<file path="config.mk">
export PLATFORM = sky130hd
export DESIGN_NAME = aha_sram4kx64_arb_flat
export DESIGN_NICKNAME = d
export VERILOG_FILES = /design/src/rtl/aha_sram4kx64_arb_pkg.sv /design/src/rtl/aha_sram4kx64_arb_if.sv /design/src/rtl/aha_sram4kx64_arb_rr_arb2.sv /design/src/rtl/aha_sram4kx64_arb.sv /design/src/flat_wrapper.sv
export SDC_FILE = /design/constraint.sdc
export NUM_CORES = 1
export LEC_CHECK = 0
export CORE_AREA = 2 2 178 180
export CTS_BUF_LIST = sky130_fd_sc_hd__clkbuf_4 sky130_fd_sc_hd__clkbuf_8
export CTS_CLUSTER_DIAMETER = 100
export CTS_CLUSTER_SIZE = 40
export DETAILED_ROUTE_END_ITERATION = 10
export DIE_AREA = 0 0 180 182
export PLACE_DENSITY = 0.53
export SYNTH_ARGS = -nofsm -noshare
export SYNTH_HDL_FRONTEND = slang
export SYNTH_HIERARCHICAL = 1
export SYNTH_SLANG_ARGS = --single-unit
</file>
<file path="constraint.sdc">
create_clock -name CLK -period 3.09 [get_ports CLK]
set_input_delay 0.7725 -clock CLK [delete_from_list [all_inputs] [get_ports CLK]]
set_output_delay 0.7725 -clock CLK [all_outputs]
set_load 0.05 [all_outputs]
</file>
<file path="src/rtl/aha_sram4kx64_arb_pkg.sv">
// Shared types and constants for the SRAM arbiter/initialiser slice.
package aha_sram_ctrl_pkg;

  // Controller state: zero-fill after reset, then normal arbitration.
  typedef enum logic {
    ST_INIT = 1'b0,
    ST_RUN  = 1'b1
  } state_t;

  // Requester identifiers, also the encoding of rr_last and the read tag.
  localparam logic P0 = 1'b0;
  localparam logic P1 = 1'b1;

  // Widest byte-enable vector the read-detect helper accepts (DATA_W up to 128).
  localparam int WEN_MAX = 16;

  // READ_WEn helper: a request is a read when every active-low byte enable is 1.
  // Callers pad unused upper lanes with ones.
  function automatic logic is_read_wen(input logic [WEN_MAX-1:0] wen_padded);
    return &wen_padded;
  endfunction

endpackage

</file>
<file path="src/rtl/aha_sram4kx64_arb_if.sv">
// Bus bundle between the two requesters, the arbiter and the SRAM pins.
interface aha_sram4kx64_arb_if #(
  parameter int ADDR_W = 12,
  parameter int DATA_W = 64
);
  localparam int LANES = DATA_W / 8;

  logic              P0_REQ;
  logic [LANES-1:0]  P0_WEn;
  logic [ADDR_W-1:0] P0_A;
  logic [DATA_W-1:0] P0_D;
  logic              P0_READY;
  logic              P0_RVALID;
  logic [DATA_W-1:0] P0_RDATA;

  logic              P1_REQ;
  logic [LANES-1:0]  P1_WEn;
  logic [ADDR_W-1:0] P1_A;
  logic [DATA_W-1:0] P1_D;
  logic              P1_READY;
  logic              P1_RVALID;
  logic [DATA_W-1:0] P1_RDATA;

  logic              SRAM_CEn;
  logic [LANES-1:0]  SRAM_WEn;
  logic [ADDR_W-1:0] SRAM_A;
  logic [DATA_W-1:0] SRAM_D;
  logic [DATA_W-1:0] SRAM_Q;

  logic              INIT_DONE;

  // Arbiter side.
  modport slave (
    input  P0_REQ, P0_WEn, P0_A, P0_D,
    input  P1_REQ, P1_WEn, P1_A, P1_D,
    input  SRAM_Q,
    output P0_READY, P0_RVALID, P0_RDATA,
    output P1_READY, P1_RVALID, P1_RDATA,
    output SRAM_CEn, SRAM_WEn, SRAM_A, SRAM_D,
    output INIT_DONE
  );

  // Requester / SRAM-macro side.
  modport master (
    output P0_REQ, P0_WEn, P0_A, P0_D,
    output P1_REQ, P1_WEn, P1_A, P1_D,
    output SRAM_Q,
    input  P0_READY, P0_RVALID, P0_RDATA,
    input  P1_READY, P1_RVALID, P1_RDATA,
    input  SRAM_CEn, SRAM_WEn, SRAM_A, SRAM_D,
    input  INIT_DONE
  );
endinterface

</file>
<file path="src/rtl/aha_sram4kx64_arb_rr_arb2.sv">
// Two-way round-robin arbiter: combinational grant, registered last-winner.
module aha_rr_arb2
  import aha_sram_ctrl_pkg::*;
(
  input  logic       clk,
  input  logic       rst,
  input  logic       en,
  input  logic [1:0] req,
  output logic       gnt_vld,
  output logic       gnt_port
);

  logic rr_last_r;

  // Pick the single requester, or on a tie the port that did not win last.
  always_comb begin
    gnt_vld  = 1'b0;
    gnt_port = P0;
    if (en && (req != 2'b00)) begin
      gnt_vld = 1'b1;
      if (req == 2'b11) begin
        gnt_port = ~rr_last_r;
      end else if (req[1]) begin
        gnt_port = P1;
      end else begin
        gnt_port = P0;
      end
    end else begin
      gnt_vld = 1'b0;
    end
  end

  // Remember the last winner; reset to P1 so P0 wins the first tie.
  always_ff @(posedge clk) begin
    if (rst) begin
      rr_last_r <= P1;
    end else if (gnt_vld) begin
      rr_last_r <= gnt_port;
    end else begin
      rr_last_r <= rr_last_r;
    end
  end

endmodule

</file>
<file path="src/rtl/aha_sram4kx64_arb.sv">
// Two-port round-robin arbiter and power-up zero-fill for a 4Kx64 byte-lane SRAM.
module aha_sram4kx64_arb
  import aha_sram_ctrl_pkg::*;
#(
  parameter int              ADDR_W        = 12,
  parameter int              DATA_W        = 64,
  parameter bit              INIT_ON_RESET = 1'b1,
  parameter logic [DATA_W-1:0] INIT_VALUE  = {DATA_W{1'b0}}
)(
  input  logic              CLK,
  input  logic              RESET,
  aha_sram4kx64_arb_if.slave bus
);

  localparam int                LANES       = DATA_W / 8;
  localparam logic [ADDR_W-1:0] INIT_LAST   = {ADDR_W{1'b1}};
  localparam state_t            RESET_STATE = INIT_ON_RESET ? ST_INIT : ST_RUN;

  state_t            state_r;
  logic [ADDR_W-1:0] init_cnt_r;
  logic              done_r;
  logic              tag_vld_r;
  logic              tag_port_r;

  logic              arb_en_s;
  logic              gnt_vld_s;
  logic              gnt_port_s;
  logic [LANES-1:0]  sel_wen_s;
  logic [ADDR_W-1:0] sel_a_s;
  logic [DATA_W-1:0] sel_d_s;
  logic              sel_read_s;

  assign arb_en_s = (state_r == ST_RUN) && !RESET;

  aha_rr_arb2 u_arb (
    .clk      (CLK),
    .rst      (RESET),
    .en       (arb_en_s),
    .req      ({bus.P1_REQ, bus.P0_REQ}),
    .gnt_vld  (gnt_vld_s),
    .gnt_port (gnt_port_s)
  );

  // Route the granted port's command fields toward the SRAM pins.
  always_comb begin
    if (gnt_port_s == P1) begin
      sel_wen_s = bus.P1_WEn;
      sel_a_s   = bus.P1_A;
      sel_d_s   = bus.P1_D;
    end else begin
      sel_wen_s = bus.P0_WEn;
      sel_a_s   = bus.P0_A;
      sel_d_s   = bus.P0_D;
    end
  end

  assign sel_read_s = is_read_wen(WEN_MAX'({{WEN_MAX{1'b1}}, sel_wen_s}));

  // SRAM pin mux and READY: idle under reset, fill writes in INIT, granted access in RUN.
  always_comb begin
    bus.SRAM_CEn = 1'b1;
    bus.SRAM_WEn = {LANES{1'b1}};
    bus.SRAM_A   = {ADDR_W{1'b0}};
    bus.SRAM_D   = {DATA_W{1'b0}};
    bus.P0_READY = 1'b0;
    bus.P1_READY = 1'b0;
    if (RESET) begin
      bus.SRAM_CEn = 1'b1;
    end else if (state_r == ST_INIT) begin
      bus.SRAM_CEn = 1'b0;
      bus.SRAM_WEn = {LANES{1'b0}};
      bus.SRAM_A   = init_cnt_r;
      bus.SRAM_D   = INIT_VALUE;
    end else if (gnt_vld_s) begin
      bus.SRAM_CEn = 1'b0;
      bus.SRAM_WEn = sel_wen_s;
      bus.SRAM_A   = sel_a_s;
      bus.SRAM_D   = sel_d_s;
      bus.P0_READY = (gnt_port_s == P0);
      bus.P1_READY = (gnt_port_s == P1);
    end else begin
      bus.SRAM_CEn = 1'b1;
    end
  end

  // Controller FSM: fill counter, done flag and the 1-deep read tag.
  always_ff @(posedge CLK) begin
    if (RESET) begin
      state_r    <= RESET_STATE;
      init_cnt_r <= {ADDR_W{1'b0}};
      done_r     <= !INIT_ON_RESET;
      tag_vld_r  <= 1'b0;
      tag_port_r <= P0;
    end else begin
      case (state_r)
        ST_INIT: begin
          init_cnt_r <= init_cnt_r + {{(ADDR_W-1){1'b0}}, 1'b1};
          tag_vld_r  <= 1'b0;
          if (init_cnt_r == INIT_LAST) begin
            state_r <= ST_RUN;
            done_r  <= 1'b1;
          end
        end
        ST_RUN: begin
          tag_vld_r  <= gnt_vld_s && sel_read_s;
          tag_port_r <= gnt_port_s;
        end
        default: begin
          state_r    <= RESET_STATE;
          init_cnt_r <= {ADDR_W{1'b0}};
          done_r     <= !INIT_ON_RESET;
          tag_vld_r  <= 1'b0;
        end
      endcase
    end
  end

  // Read data returns straight from the macro; a reset squashes the pending response.
  assign bus.P0_RVALID = tag_vld_r && (tag_port_r == P0) && !RESET;
  assign bus.P1_RVALID = tag_vld_r && (tag_port_r == P1) && !RESET;
  assign bus.P0_RDATA  = bus.SRAM_Q;
  assign bus.P1_RDATA  = bus.SRAM_Q;
  assign bus.INIT_DONE = done_r && !(RESET && INIT_ON_RESET);

endmodule

</file>
<file path="src/flat_wrapper.sv">
// flat-port wrapper written by rule: the top's interface ports become plain ports
module aha_sram4kx64_arb_flat import aha_sram_ctrl_pkg::*;
#(
  parameter int              ADDR_W        = 12,
  parameter int              DATA_W        = 64,
  parameter bit              INIT_ON_RESET = 1'b1,
  parameter logic [DATA_W-1:0] INIT_VALUE  = {DATA_W{1'b0}}
)
  (CLK, RESET, bus_P0_REQ, bus_P0_WEn, bus_P0_A, bus_P0_D, bus_P1_REQ, bus_P1_WEn, bus_P1_A, bus_P1_D, bus_SRAM_Q, bus_P0_READY, bus_P0_RVALID, bus_P0_RDATA, bus_P1_READY, bus_P1_RVALID, bus_P1_RDATA, bus_SRAM_CEn, bus_SRAM_WEn, bus_SRAM_A, bus_SRAM_D, bus_INIT_DONE);
  aha_sram4kx64_arb_if #(.ADDR_W(ADDR_W), .DATA_W(DATA_W)) bus_i ();
  input  logic CLK;
  input  logic RESET;
  input wire logic [$bits(bus_i.P0_REQ)-1:0] bus_P0_REQ;
  input wire logic [$bits(bus_i.P0_WEn)-1:0] bus_P0_WEn;
  input wire logic [$bits(bus_i.P0_A)-1:0] bus_P0_A;
  input wire logic [$bits(bus_i.P0_D)-1:0] bus_P0_D;
  input wire logic [$bits(bus_i.P1_REQ)-1:0] bus_P1_REQ;
  input wire logic [$bits(bus_i.P1_WEn)-1:0] bus_P1_WEn;
  input wire logic [$bits(bus_i.P1_A)-1:0] bus_P1_A;
  input wire logic [$bits(bus_i.P1_D)-1:0] bus_P1_D;
  input wire logic [$bits(bus_i.SRAM_Q)-1:0] bus_SRAM_Q;
  output wire logic [$bits(bus_i.P0_READY)-1:0] bus_P0_READY;
  output wire logic [$bits(bus_i.P0_RVALID)-1:0] bus_P0_RVALID;
  output wire logic [$bits(bus_i.P0_RDATA)-1:0] bus_P0_RDATA;
  output wire logic [$bits(bus_i.P1_READY)-1:0] bus_P1_READY;
  output wire logic [$bits(bus_i.P1_RVALID)-1:0] bus_P1_RVALID;
  output wire logic [$bits(bus_i.P1_RDATA)-1:0] bus_P1_RDATA;
  output wire logic [$bits(bus_i.SRAM_CEn)-1:0] bus_SRAM_CEn;
  output wire logic [$bits(bus_i.SRAM_WEn)-1:0] bus_SRAM_WEn;
  output wire logic [$bits(bus_i.SRAM_A)-1:0] bus_SRAM_A;
  output wire logic [$bits(bus_i.SRAM_D)-1:0] bus_SRAM_D;
  output wire logic [$bits(bus_i.INIT_DONE)-1:0] bus_INIT_DONE;
  assign bus_i.P0_REQ = bus_P0_REQ;
  assign bus_i.P0_WEn = bus_P0_WEn;
  assign bus_i.P0_A = bus_P0_A;
  assign bus_i.P0_D = bus_P0_D;
  assign bus_i.P1_REQ = bus_P1_REQ;
  assign bus_i.P1_WEn = bus_P1_WEn;
  assign bus_i.P1_A = bus_P1_A;
  assign bus_i.P1_D = bus_P1_D;
  assign bus_i.SRAM_Q = bus_SRAM_Q;
  assign bus_P0_READY = bus_i.P0_READY;
  assign bus_P0_RVALID = bus_i.P0_RVALID;
  assign bus_P0_RDATA = bus_i.P0_RDATA;
  assign bus_P1_READY = bus_i.P1_READY;
  assign bus_P1_RVALID = bus_i.P1_RVALID;
  assign bus_P1_RDATA = bus_i.P1_RDATA;
  assign bus_SRAM_CEn = bus_i.SRAM_CEn;
  assign bus_SRAM_WEn = bus_i.SRAM_WEn;
  assign bus_SRAM_A = bus_i.SRAM_A;
  assign bus_SRAM_D = bus_i.SRAM_D;
  assign bus_INIT_DONE = bus_i.INIT_DONE;
  aha_sram4kx64_arb #(.ADDR_W(ADDR_W), .DATA_W(DATA_W), .INIT_ON_RESET(INIT_ON_RESET), .INIT_VALUE(INIT_VALUE)) u_core (.CLK(CLK), .RESET(RESET), .bus(bus_i));
endmodule
</file>
==> results.tsv, run 1 <==
stage	metric	value	unit
global_routing	first_global_vias	3528	
logic_synthesis	synth_area_per_cell	7.80	sq um
timing	hold_violations	0	
clocking	cts_tree	done	
timing	rsz0062_at_grt	yes	
flow_run	drv.max_cap_violation_count	0	
power	p_switching	0.211	mW
timing	finalSetupViolations	0	
cells_and_area	fill_cells	3318	
global_routing	grt_pass1_wl	23800	um
clocking	cts.hold.buffers_added	0	
place	hpwl	13300	um
die	initial_core_util	0.0952	
power	p_seq_frac	0.301	
die	die-area	32800	sq um
timing	tightestPinTransition	0.483	ns
clocking	ctsLongestPathBuffers	2	
critical_path	critPathKind	in2out	
power	pwr-share-comb	0.477	
power	intPower	0.550	mW
power	sw_frac_of_total	0.277	
global_routing	grt_max_degree	26	
critical_path	timing.rr.start	u_core/state_r	
timing	fin_crit	3.02	ns
routing	remaining_drc_errors	0	
die	die_x	180	um
logic_synthesis	yosys_warnings	6	
routing	wirelength	16400	um
routing	num_vias	3388	
routing	post_drt_wl_per_cell	17.4	um
cells_and_area	area_delta_synth_final	143	%
power	power_density	106	nW/um^2
power	leakage	2.76	nW
critical_path	crit_start	RESET	
worst_hold_path	hold_path_class	reg2reg	
cells_and_area	layout_commonest_cell	clkdlybuf4s50_1	
place	place_congestion	0.741	
status	status	finished, final reports clean	
critical_path	cp_max_fo	7	
place	io_buffer_count	261	
critical_path	startpoint_type	input pin	
place	placedInstanceArea	6870	sq um
routing	drt_iter0_drc	67	
cells_and_area	nets	778	
die	fp.dieH	182	um
global_routing	grt_overflow_total	0	
routing	viasPerCell	3.60	
clocking	clk_pin_slew	0.06	ns
logic_synthesis	ys_seq_area_frac	0.115	
clocking	cts.sinks	17	
logic_synthesis	synthCells	378	
timing	drv_slew	0	
clocking	cts_root_buf	clkbuf_8	
critical_path	end_kind	primary output	
power	vdd_drop_max	0.114	mV
power	power_frac_clock	0.222	
die	fp-row-count	65	
critical_path	r2r_end	u_core/tag_vld_r	
routing	antenna_left	0	
cells_and_area	design_area	7170	sq um
logic_synthesis	synth.distinct_cells	43	
global_routing	grt_use_total	0.0955	
cells_and_area	diodes	0	
critical_path	required	2.32	ns
clocking	clk_latency	0.26	ns
critical_path	r2r_slack	0.97	ns
power	power.total	0.761	mW
logic_synthesis	ys_ff_latch	17	
die	core	31000	sq um
cells_and_area	drive_gt1_frac	0.507	
timing	fin_skew	0.0101	ns
logic_synthesis	syn_nets	615	
worst_hold_path	min_path_cells	2	
clocking	h-tree-depth	1	
routing	drt_pass1_iterations	5	
global_routing	antenna_found_initial	0	
worst_hold_path	hold_end	u_core/done_r	
timing	fmax	0.331	GHz
critical_path	worstPathArrival	2.25	ns
timing	slew_headroom	0.670	
die	pin_count	454	
clocking	cts-buffers-inserted	3	
cells_and_area	most-common-layout-cells	168 x clkdlybuf4s50_1, 88 x buf_12, 60 x a22o_4	
critical_path	worst-r2r-cell-count	10	
worst_hold_path	min_from	u_core/done_r	
logic_synthesis	syn_area	2950	sq um
timing	fin_crit_sh	0.978	
timing	fin_tns_setup	0	ns
==> cell type report <==
cell class / count / area (sq um) / area share
flip-flops and latches: 17 / 340 / 0.0475
clock buffers: 3 / 41.3 / 0.00576
clock inverters: 1 / 5.00 / 0.000698
well taps: 402 / 503 / 0.0702
repair buffers: 313 / 4000 / 0.557
inverters: 3 / 11.3 / 0.00157
multi-input cells: 203 / 2270 / 0.317
==> layer usage <==
layer	GRT usage	wire (um)	part of all wire	vias up
li1	-	-	-	1559
met1	0.119	6770	0.41	1544
met2	0.149	7470	0.45	277
met3	0.0495	2050	0.12	6
met4	0.0107	67	0.0041	2
met5	0.0148	63	0.0038	-
==> cells by family after synthesis <==
logic type | share of synthesized area
muxes | 0.0844
adders and majority gates | 0.00424
xor gates and xnor gates | 0.00594
AOI/OAI and AO/OA | 0.278
buffers and inverters | 0.374
DFF | 0.115
and+or+nand+nor | 0.138
==> worst max path at each step <==
stage | end | slack (ns) | cells past startpoint
after floorplan | bus_SRAM_A[5] | 0.0007 | 10
after global placement | bus_SRAM_WEn[7] | -0.23 | 8
after detailed placement | bus_SRAM_A[5] | -0.23 | 8
after CTS | bus_SRAM_D[63] | 0.002 | 11
after global routing | bus_SRAM_WEn[3] | -0.04 | 11
final | bus_SRAM_WEn[3] | 0.07 | 11
==> Yosys cell counts, drive strengths merged <==
cell       n  area, sq um
buf      148         1070
nand3b     3         22.5
o21ai      4         20.0
nand2      7         26.3
o31ai      2         15.0
and2       1         6.26
ha         1         12.5
a2111oi    1         8.76
mux2      15          169
o21a       1         7.51
nand4      2         12.5
inv        3         11.3
nor3       2         10.0
mux2i      8         80.1
clkbuf     7         26.3
xor2       2         17.5
nor3b      1         7.51
nor2      22         82.6
nand2b     2         12.5
dfxtp     17          340
nand4b     2         17.5
a21oi     19          103
o211ai     1         7.51
a22oi     11         82.6
nand3      4         25.0
or3        3         21.3
and3b      2         17.5
a21o       1         7.51
or2        7         43.8
or4        5         41.3
and4b      1         10.0
nor2b      4         25.0
o21bai     1         7.51
and3       2         12.5
nor4       2         12.5
a22o      64          561
==> power by group through the flow <==
stage	Combinational [mW]	Sequential, mW	Clock (mW)
floorplan	0.534	0.232	0
global placement	0.360	0.234	0
detailed placement	0.361	0.233	0
CTS	0.365	0.228	0.176
global route	0.383	0.229	0.187
finish	0.363	0.229	0.169
==> stage by stage <==
step                       util  hold slack [ns]  instances  setup WS [ns]
after floorplan               -            0.432        378       0.000732
after global placement    0.222            0.451        926         -0.234
after detailed placement  0.222            0.457        926         -0.229
after CTS                 0.231            0.467        941        0.00184
after global routing      0.231            0.516        942        -0.0392
final                     0.231            0.463        942         0.0684
==> timing repair <==
action | 4_1_cts | 5_1_grt
resized for setup | 29 | 4
setup buffers | 9 | 1
gates cloned | 2 | 0
pin swaps | 4 | 5
setup endpoints to repair | 86 | 72
==> sequential cells by signal, summed over array words and instances, names as in the netlist <==
name / flops
u_core/tag_vld_r: 1
u_core/u_arb/rr_last_r: 1
u_core/state_r: 1
u_core/done_r: 1
u_core/init_cnt_r: 12
u_core/tag_port_r: 1
==> critical path: stages <==
cell and delay (ns):
buf_6 0.10, nor2_4 0.09, nand2_2 0.08, a21oi_4 0.15, buf_6 0.13, buf_8 0.13
buf_12 0.12, mux2i_1 0.18, a21oi_1 0.08, or2_4 0.27, buf_8 0.15
Note: power is estimated with default switching activity, not from simulation.
==> inputs of run 2 (changes only) <==
--- a/config.mk
+++ b/config.mk
@@ -5,6 +5,7 @@
 export SDC_FILE = /design/constraint.sdc
 export NUM_CORES = 1
 export LEC_CHECK = 0
+export ABC_CLOCK_PERIOD_IN_PS = 3090
 export CORE_AREA = 2 2 178 180
 export CTS_BUF_LIST = sky130_fd_sc_hd__clkbuf_4 sky130_fd_sc_hd__clkbuf_8
 export CTS_CLUSTER_DIAMETER = 100
==> results of run 2 <==
Final layout, timing and power as in run 1 (identical DEF).
